<file path="config.mk">
export PLATFORM = sky130hd
export DESIGN_NAME = man_row_prefetch
export DESIGN_NICKNAME = d
export VERILOG_FILES = /design/src/rtl/man_row_prefetch.sv
export SDC_FILE = /design/constraint.sdc
export NUM_CORES = 1
export LEC_CHECK = 0
export BUFFER_PORTS_ARGS = -buffer_cell sky130_fd_sc_hd__buf_2
export CAP_MARGIN = 15
export CORE_ASPECT_RATIO = 1.75
export CORE_UTILIZATION = 45
export CTS_CLUSTER_SIZE = 30
export DETAILED_ROUTE_END_ITERATION = 8
export PLACE_DENSITY_LB_ADDON = 0.1
export SLEW_MARGIN = 15
export SYNTH_ARGS = -nofsm -noshare
export SYNTH_HDL_FRONTEND = slang
export SYNTH_SLANG_ARGS = --single-unit
export TNS_END_PERCENT = 5
</file>
<file path="constraint.sdc">
create_clock -name Clk -period 16.7 [get_ports Clk]
set_input_delay 1.67 -clock Clk [delete_from_list [all_inputs] [get_ports Clk]]
set_output_delay 1.67 -clock Clk [all_outputs]
set_load 0.005 [all_outputs]
</file>
<file path="src/rtl/man_row_prefetch.sv">
// Sprite row prefetcher: fetches the next scanline's 3 sprite words during hblank into a
// double-buffered line store and presents the word covering the current pixel combinationally.
module man_row_prefetch #(
    parameter int H_ACTIVE    = 640,
    parameter int H_TOTAL     = 800,
    parameter int V_ACTIVE    = 480,
    parameter int V_TOTAL     = 525,
    parameter int ROM_LATENCY = 2
) (
    input  logic        Clk,
    input  logic        Reset,
    input  logic [9:0]  DrawX,
    input  logic [9:0]  DrawY,
    input  logic [9:0]  ManX,
    input  logic [9:0]  ManY,
    output logic [5:0]  rom_addr,
    input  logic [31:0] rom_data,
    output logic [31:0] man_data,
    output logic [9:0]  ManX_q,
    output logic [9:0]  ManY_q,
    output logic        busy
);

    typedef enum logic [1:0] {IDLE, ISSUE, WAIT, DONE} state_t;

    localparam logic [2:0] LAT = 3'(ROM_LATENCY);

    state_t            state;
    logic [2:0]        cyc;
    logic [4:0]        fetch_r;
    logic [5:0]        fetch_base;
    logic [2:0][31:0]  shadow_w;
    logic              shadow_valid;
    logic [4:0]        shadow_r;
    logic [5:0]        shadow_base;
    logic [2:0][31:0]  act_w;
    logic              act_valid;
    logic [4:0]        act_r;
    logic [5:0]        act_base;

    logic [9:0] ny;
    logic       hit;
    logic [4:0] r_next;
    logic [5:0] base_next;
    logic       trigger;
    logic       swap;

    always_comb begin
        ny        = (DrawY == 10'(V_TOTAL - 1)) ? 10'd0 : DrawY + 10'd1;
        hit       = (ny >= ManY_q) && (ny < ManY_q + 10'd20);
        r_next    = 5'(ny - ManY_q);
        base_next = 6'((9'({r_next, 4'b0}) + 9'({r_next, 2'b0})) >> 3);
        trigger   = (DrawX == 10'(H_ACTIVE));
        swap      = (DrawX == 10'(H_TOTAL - 1));
    end

    always_ff @(posedge Clk or posedge Reset) begin
        if (Reset) begin
            ManX_q <= '0;
            ManY_q <= '0;
        end else if (DrawY == 10'(V_ACTIVE) && DrawX == 10'd0) begin
            ManX_q <= ManX;
            ManY_q <= ManY;
        end
    end

    // Capture slots are counted from the first issued address, so the same
    // counter works whether captures overlap ISSUE (short latency) or not.
    always_ff @(posedge Clk or posedge Reset) begin
        if (Reset) begin
            state        <= IDLE;
            cyc          <= '0;
            rom_addr     <= '0;
            busy         <= 1'b0;
            fetch_r      <= '0;
            fetch_base   <= '0;
            shadow_w     <= '0;
            shadow_valid <= 1'b0;
            shadow_r     <= '0;
            shadow_base  <= '0;
        end else begin
            case (state)
                IDLE: begin
                    if (trigger) begin
                        shadow_valid <= 1'b0;
                        cyc          <= '0;
                        if (hit) begin
                            state      <= ISSUE;
                            busy       <= 1'b1;
                            rom_addr   <= base_next;
                            fetch_r    <= r_next;
                            fetch_base <= base_next;
                        end else begin
                            state <= DONE;
                        end
                    end
                end
                ISSUE, WAIT: begin
                    cyc <= cyc + 3'd1;
                    if (state == ISSUE && cyc < 3'd2)
                        rom_addr <= rom_addr + 6'd1;
                    if (state == ISSUE && cyc == 3'd2)
                        state <= WAIT;
                    if (cyc == LAT)
                        shadow_w[0] <= rom_data;
                    if (cyc == LAT + 3'd1)
                        shadow_w[1] <= rom_data;
                    if (cyc == LAT + 3'd2) begin
                        shadow_w[2]  <= rom_data;
                        shadow_valid <= 1'b1;
                        shadow_r     <= fetch_r;
                        shadow_base  <= fetch_base;
                        busy         <= 1'b0;
                        state        <= DONE;
                    end
                end
                DONE: begin
                    if (swap)
                        state <= IDLE;
                end
                default: state <= IDLE;
            endcase
        end
    end

    always_ff @(posedge Clk or posedge Reset) begin
        if (Reset) begin
            act_w     <= '0;
            act_valid <= 1'b0;
            act_r     <= '0;
            act_base  <= '0;
        end else if (swap) begin
            act_w     <= shadow_w;
            act_valid <= shadow_valid;
            act_r     <= shadow_r;
            act_base  <= shadow_base;
        end
    end

    logic       inx;
    logic [8:0] lin;
    logic [1:0] widx;

    always_comb begin
        inx      = ({1'b0, DrawX} >= {1'b0, ManX_q}) && ({1'b0, DrawX} < {1'b0, ManX_q} + 11'd20);
        lin      = 9'(5'(DrawX - ManX_q)) + 9'({act_r, 4'b0}) + 9'({act_r, 2'b0});
        widx     = 2'((lin >> 3) - 9'(act_base));
        man_data = '0;
        if (act_valid && inx) begin
            case (widx)
                2'd0:    man_data = act_w[0];
                2'd1:    man_data = act_w[1];
                2'd2:    man_data = act_w[2];
                default: man_data = '0;
            endcase
        end
    end

endmodule

</file>
After elaboration in Yosys (flattened, before gate mapping). Index checks and enable logic that the tools add are counted.

Word-level logic and storage cells: 96. Bits in registers: 241. Output and inout bits: 59. Input port bits: 74.

Reductions and logical operators: 20. Magnitude comparators: 5. Eq/ne operators: 18. Mux-type cells: 22. Add/sub/neg operators: 11.

Operators by type and width (count): $pmux W32 S3 (1); $mux W32 (1); $eq A10 B10 Y1 const B (3); $ge A10 B10 Y1 (2); $mux W6 (3); $pmux W6 S2 (1); $add A10 B5 Y11 const B (1); $lt A10 B11 Y1 (1); $add A10 B1 Y10 const B (1); $add A10 B5 Y10 const B (1); $add A5 B5 Y5 (2); $eq A10 B9 Y1 const B (1); $logic_not A10 Y1 (1); $lt A10 B10 Y1 (1); $mux W10 (1); $mux W2 (5); $ne A2 B2 Y1 const B (5); $sub A5 B5 Y5 (2); $add A9 B7 Y9 (1); $reduce_and A3 Y1 (3); $reduce_and A2 Y1 (4); $reduce_and A4 Y1 (2); $add A6 B1 Y6 const B (1); $eq A2 B2 Y1 const B (3); other kinds (16) (29).

Longest topological paths before layout. Gate-level depths: netlist of run 1.

Word-level depth: 7. Mapped depth: 17. Depth with buffers taken out: 17.

Worst setup path before layout of run 1. OpenSTA, ideal clock, no wires.

Path type: input to output. Start: input port DrawX[2]. End: output port man_data[0]. Buffers on the path: 1. Cell stages on the path: 15. Setup slack: 10.131 ns. Arrival time: 4.899 ns. Cell sequence: inv_1 fa_1 inv_1 ha_1 and2_1 fa_1 inv_1 ha_1 xnor2_1 xnor2_1 xnor2_1 buf_2 mux2_1 a22oi_1 nor2_1.

Cells in the longest elaborated chain, start to end: 7. Elaborated cells on any way between the ends: 13. Those cells by class: 4 x add/sub; 2 x order compare; 2 x eq/ne; 2 x mux; 3 x reduce/logical.

RTL lines: start, declared (RTL line 12) `input logic [9:0] DrawX,`; $sub A5 B5 Y5 (RTL line 146) `lin = 9'(5'(DrawX - ManX_q)) + 9'({act_r, 4'b0}) + 9'({act_r, 2'b0});`; $add A5 B5 Y5 (2 in series) (RTL line 146); $sub A2 B2 Y2 (RTL line 147) `widx = 2'((lin >> 3) - 9'(act_base));`; $eq A2 B2 Y1, or another cell as far along (RTL line 150) `case (widx)`; $pmux W32 S3 (RTL line 150); $mux W32 * (RTL line 149) `if (act_valid && inx) begin`; end, declared (RTL line 18) `output logic [31:0] man_data,`.

Mark *: on every way between the ends. The rest lies on a longest branch, timed or not.

Worst setup path after layout of run 1. Ends and elaborated chain as after synthesis.

==> impl_metrics.py, run 1 <==
metrics = {
    "timing": {
        "setup-violations-final": 0,
        "fin_worst_skew_ns": 0.01327,
        "hold_viol": 0,
        "timing.final.crit_share": 0.4687,
        "tightestPinTransition_ns": 1.062,
        "hold_ws_ns": 0.4772,
        "fmax_mhz": 127.8,
        "fin_crit_ns": 7.827,
        "setup_tns_ns": 0,
        "slew_headroom": 0.2905,
        "slew_viol_final": 0,
        "rsz0062_at_grt": "false",
    },
    "logic_synthesis": {
        "synth_commonest_cells": "238 x dfrtp_1, 220 x mux2_1, 69 x nor2_1, 60 x nand2_1, 55 x ha_1",
        "yosysMostFrequentCell": "dfrtp_1",
        "yosys_warnings": 0,
        "synth-seq-area-share": 0.5106,
        "synth_edf_count": 0,
        "netlist.area_leader.share": 0.5106,
        "ys_async_sr_fraction": 1.000,
        "synth_area_leaders": "dfrtp_1 51%, mux2_1 21%, ha_1 5.9%",
        "synth_top_area_cell": "dfrtp_1",
        "yosys_register_bits": 238,
        "avgSynthCellArea_um2": 12.09,
        "synth_cell_types": 57,
        "mappedNetlistArea_um2": 11660,
        "synth_cells": 965,
        "synthFlopType": "dfrtp_1",
        "syn_nets": 1099,
    },
    "clocking": {
        "holdBufCountCts": 0,
        "cts_tree": "done",
        "postCtsSetupBuffers": 0,
        "root_buffer": "clkbuf_16",
        "clockBufferDepth": 3,
        "clkLatencyLatePin_ns": 0.52,
        "path_clk_slew_ns": 0.06,
        "cts_resized": 0,
        "cts_inserted_buffers": 24,
        "htree_levels": 1,
        "clock_sinks": 238,
    },
    "power_and_ir_drop": {
        "ir_drop_mv": 0.08318,
        "power_w": 0.001684,
        "swShare": 0.2904,
        "intPower_w": 0.001195,
        "p_per_area_nw_per_um2": 125.6,
        "p_leak_nw": 6.545,
        "p_sw_w": 0.0004891,
        "p_seq_frac": 0.472,
        "p_comb_frac": 0.227,
        "clockPowerShare": 0.301,
    },
    "placed_design": {
        "routabilityCongestion": 0.8229,
        "port_buffers": 132,
        "dpl.hpwl_um": 17100,
    },
    "route": {
        "drc": 0,
        "drt_iter0_drc": 251,
        "vias": 7568,
        "vias_per_cell": 5.330,
        "ant_nets": 0,
        "wire_per_inst_um": 17.62,
        "drt-total-wl_um": 25030,
        "drtPass1Iterations": 4,
    },
    "critical_path": {
        "setup.worst_path.end_class": "primary output",
        "r2r_cells": 10,
        "path_depth": 17,
        "cp_slowest_cell": "nor2b_1",
        "crit_type": "in -> out",
        "start_kind": "input pin",
        "cp_max_fo": 54,
        "worst-endpoint-arrival_ns": 6.16,
        "path_buf_inv": 6,
        "cp_cell_sequence": "buf_2 -> inv_1 -> fa_1 -> inv_1 -> ha_1 -> and2_1 -> fa_1 -> inv_1 -> ha_2 -> xnor2_1 -> xnor2_1 -> xnor2_2 -> buf_4 -> nor2b_1 -> a22oi_1 -> nor2_1 -> buf_2",
        "required_ns": 15.03,
        "r2r_start": "ManY_q[4]",
        "critPathTopFamily": "adder cells",
        "reg2reg_to": "rom_addr[0]",
        "rrSetupSlack_ns": 13.23,
        "max_stage_delay_ns": 0.92,
        "path_common_cell": "inv_1",
    },
    "grt": {
        "grt_first_pass_wirelength_um": 41580,
        "grt_max_degree": 137,
        "antenna_found_initial": 1,
        "grt_overflow": 0,
        "gr-usage-all-layers": 0.2014,
        "first_global_vias": 8278,
    },
    "floorplan": {
        "die_w_um": 123.7,
        "coreArea_um2": 25340,
        "ios": 133,
        "initial_core_util": 0.4603,
        "die_h_um": 215.0,
        "rows": 77,
        "die_area_um2": 26590,
    },
    "worst_hold_path": {
        "hold_end": "act_w[93]",
        "hold_path_depth": 1,
        "min_path_type": "reg -> reg",
        "worstHoldStart": "act_w[93]",
    },
    "run": {
        "cap_viol_max_count": 0,
    },
    "outcome": {
        "status": "finished clean",
    },
    "layout": {
        "area_growth_pct": 14.93,
        "fillers": 2305,
        "final_nets": 1224,
        "drive_above_1_share": 0.1877,
        "utilization": 0.5291,
    },
}
-- through the flow --
stage	cells	cell area (µm²)	setup slack, ns
floorplan	965	11660	8.499
global placement	1380	12670	8.885
finish	1420	13410	8.873
detailed placement	1380	12670	8.763
CTS	1419	13400	8.762
global route	1419	13400	8.454
-- cells in the final DEF (no fill, tap or decap), types with 15 or more instances in the layout --
cell         n
a21oi_1     45
buf_2      132
clkbuf_16   25
dfrtp_1    238
ha_1        54
inv_1       45
mux2_1     220
mux2_2      17
nand2_1     60
nand3_1     15
nor2_1      69
o21ai_1     30
xnor2_1     21
-- final cells by class --
cell class | instances | area [µm²] | share of cell area
inverters | 47 | 183.9 | 0.01372
diodes | 1 | 2.502 | 0.0001867
well taps | 316 | 395.4 | 0.02949
repair buffers | 142 | 735.7 | 0.05488
multi-input cells | 637 | 5401 | 0.4029
clock inverters | 5 | 31.28 | 0.002333
clock buffers | 34 | 699.4 | 0.05217
flip-flops and latches | 238 | 5956 | 0.4443
-- flip-flops by register name, summed over array words and instances (netlist names) --
signal	count
busy	1
fetch_r	3
fetch_base	1
ManY_q	10
ManX_q	10
state	2
cyc	3
rom_addr	6
act_r	3
act_valid	1
shadow_w	96
shadow_base	1
shadow_r	3
shadow_valid	1
act_base	1
act_w	96
-- how the worst max path moves through the flow --
stage / end / from
2_1_floorplan: ManX_q[0] / Reset
3_3_place_gp: man_data[9] / DrawX[2]
3_5_place_dp: man_data[9] / DrawX[2]
4_1_cts: man_data[9] / DrawX[2]
5_1_grt: man_data[9] / DrawX[2]
6_report: man_data[0] / DrawX[2]
-- per-layer routing --
metal	vias to the layer above	part of all wire	track usage
met1	3801	0.38	0.2187
met2	117	0.56	0.3854
li1	3611	-	-
met5	-	0.00040	0
met3	37	0.035	0.02760
met4	2	0.025	0.06667
-- worst register-to-register path, delay by kind of cell, from the launching register on --
kind | cells | cell delay, ns
AND/OR/NAND/NOR | 2 | 0.62
flip-flops | 1 | 0.46
XOR/XNOR | 1 | 0.16
adder cells (fa/ha/maj) | 1 | 0.21
AO/OA/AOI/OAI | 6 | 1.97
-- power by group through the flow --
| stage | logic (W) | clock network [W] | registers (W) |
|---|---|---|---|
| 3_3_place_gp | 0.000383 | 0 | 0.000801 |
| 6_report | 0.000383 | 0.000506 | 0.000795 |
| 3_5_place_dp | 0.000393 | 0 | 0.000807 |
| 5_1_grt | 0.000434 | 0.000544 | 0.000815 |
| 4_1_cts | 0.000394 | 0.000524 | 0.000796 |
| 2_1_floorplan | 0.000296 | 0 | 0.000786 |
-- logic make-up after synthesis --
group | share of synthesized area
simple gates | 0.07080
buf+inv | 0.03004
mux | 0.2297
flops | 0.5106
fa+ha+maj | 0.06758
compound gates | 0.06726
xor+xnor | 0.02403
(Power assumes the default switching activity.)
==> run 2: changes to the inputs <==
==> constraint.sdc (replaced) <==
create_clock -name Clk -period 6.75 [get_ports Clk]
set_input_delay 0.675 -clock Clk [delete_from_list [all_inputs] [get_ports Clk]]
set_output_delay 0.675 -clock Clk [all_outputs]
set_load 0.005 [all_outputs]
==> run 2 against run 1 <==
Compared with the run above:
- routed wire length increased by 0.15%
- highest routed layer unchanged
- via count decreased by 0.17%
- critical path depth decreased by 2
- final cell count increased by 0.28%
- die area unchanged
- global-route usage decreased by 0.074 points
- largest power group unchanged
- clock skew decreased by 0.0049 ns
- combinational power increased by 150%
- largest cell class unchanged
- register-to-register slack got worse by 10 ns
- sequential cell count unchanged
- critical endpoint is now man_data[11]
- design area increased by 0.58%
- first-iteration DRC count decreased by 12%
==> impl_metrics.py, run 2 (synthesized netlist as in run 1, its figures left out) <==
metrics = {
    "route": {
        "drc": 0,
        "vias_per_cell": 5.305,
        "drtPass1Iterations": 4,
        "drt_iter0_drc": 221,
        "wire_per_inst_um": 17.60,
        "drt-total-wl_um": 25060,
        "vias": 7555,
        "ant_nets": 0,
    },
    "clocking": {
        "root_buffer": "clkbuf_16",
        "cts_resized": 0,
        "cts_inserted_buffers": 24,
        "clkLatencyLatePin_ns": 0.51,
        "postCtsSetupBuffers": 0,
        "clock_sinks": 238,
        "holdBufCountCts": 0,
        "cts_tree": "done",
        "clockBufferDepth": 3,
        "htree_levels": 1,
        "path_clk_slew_ns": 0.06,
    },
    "layout": {
        "fillers": 2272,
        "area_growth_pct": 15.60,
        "top_regs": "act_w x96, shadow_w x96",
        "layout_common_cells": "238 x dfrtp_1, 220 x mux2_1, 132 x buf_2",
        "final_nets": 1227,
        "layout_commonest_cell": "dfrtp_1",
        "antenna_cells": 0,
        "drive_above_1_share": 0.1904,
        "utilization": 0.5321,
        "final_area_um2": 13480,
    },
    "floorplan": {
        "die_h_um": 215.0,
        "die_area_um2": 26590,
        "ios": 133,
        "rows": 77,
        "coreArea_um2": 25340,
        "initial_core_util": 0.4603,
        "die_w_um": 123.7,
    },
    "power_and_ir_drop": {
        "p_seq_frac": 0.466,
        "p_per_area_nw_per_um2": 313.8,
        "ir_drop_mv": 0.1638,
        "p_sw_w": 0.001208,
        "p_leak_nw": 6.584,
        "intPower_w": 0.003023,
        "swShare": 0.2855,
        "p_comb_frac": 0.224,
        "clockPowerShare": 0.310,
    },
    "timing": {
        "slew_headroom": 0.3364,
        "fin_crit_ns": 5.194,
        "fmax_mhz": 192.5,
        "setup_tns_ns": 0,
        "timing.final.crit_share": 0.7694,
        "tightestPinTransition_ns": 0.9954,
        "hold_viol": 0,
        "hold_ws_ns": 0.1806,
        "slew_viol_final": 0,
        "fin_worst_skew_ns": 0.008425,
        "setup-violations-final": 0,
        "rsz0062_at_grt": "false",
        "fin_ws_ns": 1.556,
    },
    "critical_path": {
        "start_kind": "register",
        "reg2reg_to": "rom_addr[0]",
        "r2r_cells": 10,
        "r2r_start": "ManY_q[4]",
        "setup.worst_path.end_class": "primary output",
        "crit_type": "reg -> out",
        "startpoint": "ManX_q[2]",
        "rrSetupSlack_ns": 3.20,
        "cp_max_fo": 39,
        "required_ns": 6.07,
        "worst-endpoint-arrival_ns": 4.52,
    },
    "grt": {
        "first_global_vias": 8066,
        "antenna_found_initial": 1,
        "grt_max_degree": 122,
        "gr-usage-all-layers": 0.2006,
        "grt_overflow": 0,
        "grt_first_pass_wirelength_um": 41530,
    },
    "placed_design": {
        "port_buffers": 132,
        "routabilityCongestion": 0.8240,
        "place_ws_ns": 1.620,
        "place_area_um2": 12700,
        "dpl.hpwl_um": 17520,
    },
    "worst_hold_path": {
        "min_path_type": "in -> async",
    },
    "run": {
        "cap_viol_max_count": 0,
    },
    "outcome": {
        "status": "finished clean",
    },
}
==> run 2: worst max path at each step <==
stage | end | depth (start not counted) | slack, ns
finish | man_data[11] | 15 | 1.56
global route | man_data[11] | 15 | 1.29
CTS | man_data[11] | 15 | 1.49
detailed placement | man_data[11] | 17 | 1.62
global placement | man_data[11] | 17 | 1.62
floorplan | man_data[0] | 15 | 2.17
==> run 2: routing by layer <==
metal,vias to the layer above,part of all wire,GRT usage
met5,-,0.00044,0
met4,2,0.026,0.06787
met3,43,0.034,0.02760
met2,123,0.54,0.3702
met1,3771,0.40,0.2302
li1,3616,-,-
==> run 2: critical path: stages, from the launching register on <==
cell     delay, ns
dfrtp_1       0.46
fa_1          0.52
inv_1         0.04
ha_1          0.27
and2_1        0.14
fa_1          0.47
inv_1         0.04
ha_2          0.16
xnor2_1       0.13
xnor2_1       0.25
xnor2_2       0.19
buf_4         0.51
mux2_2        0.41
a22oi_1       0.18
nor2_1        0.05
buf_2         0.16
==> run 2: final cells by class <==
| class | count | area, µm² | share of cell area |
|---|---|---|---|
| sequential | 238 | 5956 | 0.4417 |
| multi-input combinational | 637 | 5401 | 0.4006 |
| tap | 316 | 395.4 | 0.02932 |
| clock inverter | 4 | 48.80 | 0.003619 |
| timing repair buffer | 145 | 770.7 | 0.05716 |
| clock buffer | 37 | 730.7 | 0.05419 |
| inverter | 47 | 180.2 | 0.01336 |
==> run 2: through the flow <==
stage | total power [W] | cells
global placement | 0.002938 | 1383
floorplan | 0.002676 | 965
finish | 0.004232 | 1424
CTS | 0.004307 | 1424
global route | 0.004514 | 1424
detailed placement | 0.002973 | 1383
==> run 2: power groups by stage <==
stage	clock [W]	combinational, W	sequential, W
final	0.00131	0.000946	0.00197
after global routing	0.00142	0.00107	0.00202
after CTS	0.00136	0.000972	0.00198
after detailed placement	0	0.000970	0.00200
after global placement	0	0.000948	0.00199
after floorplan	0	0.000731	0.00195
==> run 3: changes to the inputs <==
==> constraint.sdc (replaced) <==
create_clock -name Clk -period 4.4 [get_ports Clk]
set_input_delay 0.44 -clock Clk [delete_from_list [all_inputs] [get_ports Clk]]
set_output_delay 0.44 -clock Clk [all_outputs]
set_load 0.005 [all_outputs]
==> run 3 against run 2 <==
Compared with the run above:
- worst hold slack lost 0.054 ns
- critical path type unchanged
- count of clock-buffer cells in the layout shrank 1
- setup slack lost 1.7 ns
- design area up 4.6%
- critical endpoint is now man_data[5]
- critical path depth rose by 2
- combinational power grew 67%
- routed wire length grew 5.0%
- final cell count rose by 2.0%
- largest power group unchanged
- the run now ends with negative setup slack left
- register-to-register slack got worse by 2.0 ns
==> impl_metrics.py, run 3 (synthesized netlist as in run 1, its figures left out) <==
metrics = {
    "outcome": {
        "status": "finished, violations left",
        "violations": "negative setup slack",
    },
    "layout": {
        "top_regs": "act_w x96, shadow_w x96",
        "final_nets": 1253,
        "layout_common_cells": "238 x dfrtp_1, 203 x mux2_1, 132 x buf_2",
        "drive_above_1_share": 0.2553,
        "antenna_cells": 0,
        "final_area_um2": 14100,
        "multi_input_area_um2": 5633,
        "fillers": 2237,
        "area_growth_pct": 20.88,
        "register_area_um2": 5956,
        "layout_commonest_cell": "dfrtp_1",
    },
    "power_and_ir_drop": {
        "p_sw_w": 0.001937,
        "p_per_area_nw_per_um2": 471.5,
        "p_seq_frac": 0.456,
        "p_leak_nw": 6.841,
        "ir_drop_mv": 0.3036,
        "intPower_w": 0.004710,
        "clockPowerShare": 0.306,
        "swShare": 0.2915,
        "p_comb_frac": 0.238,
    },
    "placed_design": {
        "routabilityCongestion": 0.8179,
        "place_area_um2": 12880,
        "port_buffers": 132,
        "dpl.hpwl_um": 18060,
    },
    "critical_path": {
        "path_common_cell": "xnor2_2",
        "cp_max_fo": 7,
        "required_ns": 3.96,
        "cp_slowest_cell": "fa_1",
        "r2r_start": "ManY_q[4]",
        "critPathCapture": "man_data[5]",
        "rrSetupSlack_ns": 1.17,
        "startpoint": "ManX_q[2]",
        "r2r_cells": 10,
        "worst-endpoint-arrival_ns": 4.13,
        "cp_cell_sequence": "fa_1 -> inv_1 -> ha_1 -> and2_4 -> fa_1 -> inv_1 -> ha_2 -> xnor2_2 -> xnor2_2 -> xnor2_2 -> buf_6 -> buf_12 -> clkbuf_16 -> mux2_4 -> a22oi_2 -> nor2_1 -> buf_2",
        "start_kind": "register",
        "reg2reg_to": "rom_addr[0]",
        "max_stage_delay_ns": 0.53,
        "crit_type": "reg -> out",
        "setup.worst_path.end_class": "primary output",
    },
    "floorplan": {
        "rows": 77,
        "die_h_um": 215.0,
        "die_w_um": 123.7,
        "coreArea_um2": 25340,
        "ios": 133,
        "die_area_um2": 26590,
        "initial_core_util": 0.4603,
    },
    "timing": {
        "rsz0062_at_grt": "true",
        "setup-violations-final": 32,
        "fmax_mhz": 218.6,
        "hold_ws_ns": 0.1265,
        "fin_worst_skew_ns": 0.006436,
        "slew_headroom": 0.3155,
        "setup_tns_ns": -3.783,
        "slew_viol_final": 0,
        "timing.final.crit_share": 1.040,
        "fin_ws_ns": -0.1750,
        "fin_crit_ns": 4.575,
        "tightestPinTransition_ns": 1.024,
        "hold_viol": 0,
    },
    "grt": {
        "gr-usage-all-layers": 0.2082,
        "first_global_vias": 8335,
        "grt_first_pass_wirelength_um": 42980,
        "antenna_found_initial": 1,
        "grt_max_degree": 126,
        "grt_overflow": 0,
    },
    "run": {
        "cap_viol_max_count": 0,
    },
    "route": {
        "vias": 7704,
        "vias_per_cell": 5.306,
        "ant_nets": 0,
        "drt_iter0_drc": 238,
        "drtPass1Iterations": 4,
        "wire_per_inst_um": 18.13,
        "drc": 0,
        "drt-total-wl_um": 26330,
    },
    "clocking": {
        "path_clk_slew_ns": 0.06,
        "cts_inserted_buffers": 24,
        "root_buffer": "clkbuf_16",
        "clkLatencyLatePin_ns": 0.52,
        "clock_sinks": 238,
        "htree_levels": 1,
        "cts_tree": "done",
        "clockBufferDepth": 3,
    },
    "worst_hold_path": {
        "min_path_type": "in -> async",
    },
}
run 3: cell count changes in the layout (fill, tap and decap cells not counted), moves of 3 or more:
cell,delta
buf_12,+7
a22oi_2,+9
nor2_2,+6
buf_4,+11
a21oi_4,+3
mux2_1,-17
a21oi_2,+11
mux2_4,+17
a22oi_1,-9
nor2_1,-7
a21oi_1,-14
buf_6,+4
run 3: per-layer routing:
layer | track usage | wire (µm) | vias up
met5 | 0 | 11 | -
met4 | 0.06707 | 693 | 2
met3 | 0.03025 | 963 | 45
met2 | 0.3896 | 14430 | 129
met1 | 0.2341 | 10220 | 3846
li1 | - | - | 3682
run 3: through the flow:
| stage | instances | power (W) | setup WS [ns] | util |
|---|---|---|---|---|
| after floorplan | 965 | 0.004106 | 0.2906 | - |
| after global placement | 1397 | 0.004561 | 0.04793 | 0.5085 |
| after detailed placement | 1397 | 0.004616 | 0.01869 | 0.5085 |
| after CTS | 1446 | 0.006724 | -0.2130 | 0.5478 |
| after global routing | 1452 | 0.007063 | -0.3563 | 0.5564 |
| final | 1452 | 0.006647 | -0.1750 | 0.5564 |
run 3: power by group through the flow:
stage               registers [W]  clock network (W)  logic (W)
finish                    0.00303            0.00204    0.00158
global route              0.00311            0.00218    0.00177
CTS                       0.00303            0.00211    0.00159
detailed placement        0.00308                  0    0.00154
global placement          0.00305                  0    0.00151
floorplan                 0.00298                  0    0.00112
run 3: worst max-delay path: cells and delay by family (launching register included):
kind                       cells  cell delay (ns)
adders and majority gates      4             1.43
buffers and inverters          6             0.65
xor gates and xnor gates       3             0.48
DFF                            1             0.41
muxes                          1             0.30
and+or+nand+nor                2             0.20
AOI/OAI and AO/OA              1             0.14
run 3: repair_timing:
item / 4_1_cts / 5_1_grt
pin swaps: 12 / 15
endpoints found under the setup margin: 32 / 32
hold buffers: 0 / 0
setup buffers: 4 / 3
resized for setup: 28 / 35
cloned: 2 / 3
run 3: layout make-up:
type                            count  share of cell area
Clock buffer                       36             0.05085
Clock inverter                      7            0.004881
Inverter                           47             0.01278
Multi-Input combinational cell    637              0.3995
Sequential cell                   238              0.4224
Tap cell                          316             0.02804
Timing Repair Buffer              171             0.08147
run 3: how the worst min path moves through the flow:
| stage | end | slack, ns | depth (start not counted) |
|---|---|---|---|
| final | shadow_w[72] | 0.13 | 2 |
| after global routing | ManX_q[5] | 0.13 | 3 |
| after CTS | ManX_q[6] | 0.10 | 3 |
| after detailed placement | act_w[74] | 0.47 | 1 |
| after global placement | act_w[74] | 0.46 | 1 |
| after floorplan | fetch_base[1] | 0.45 | 1 |
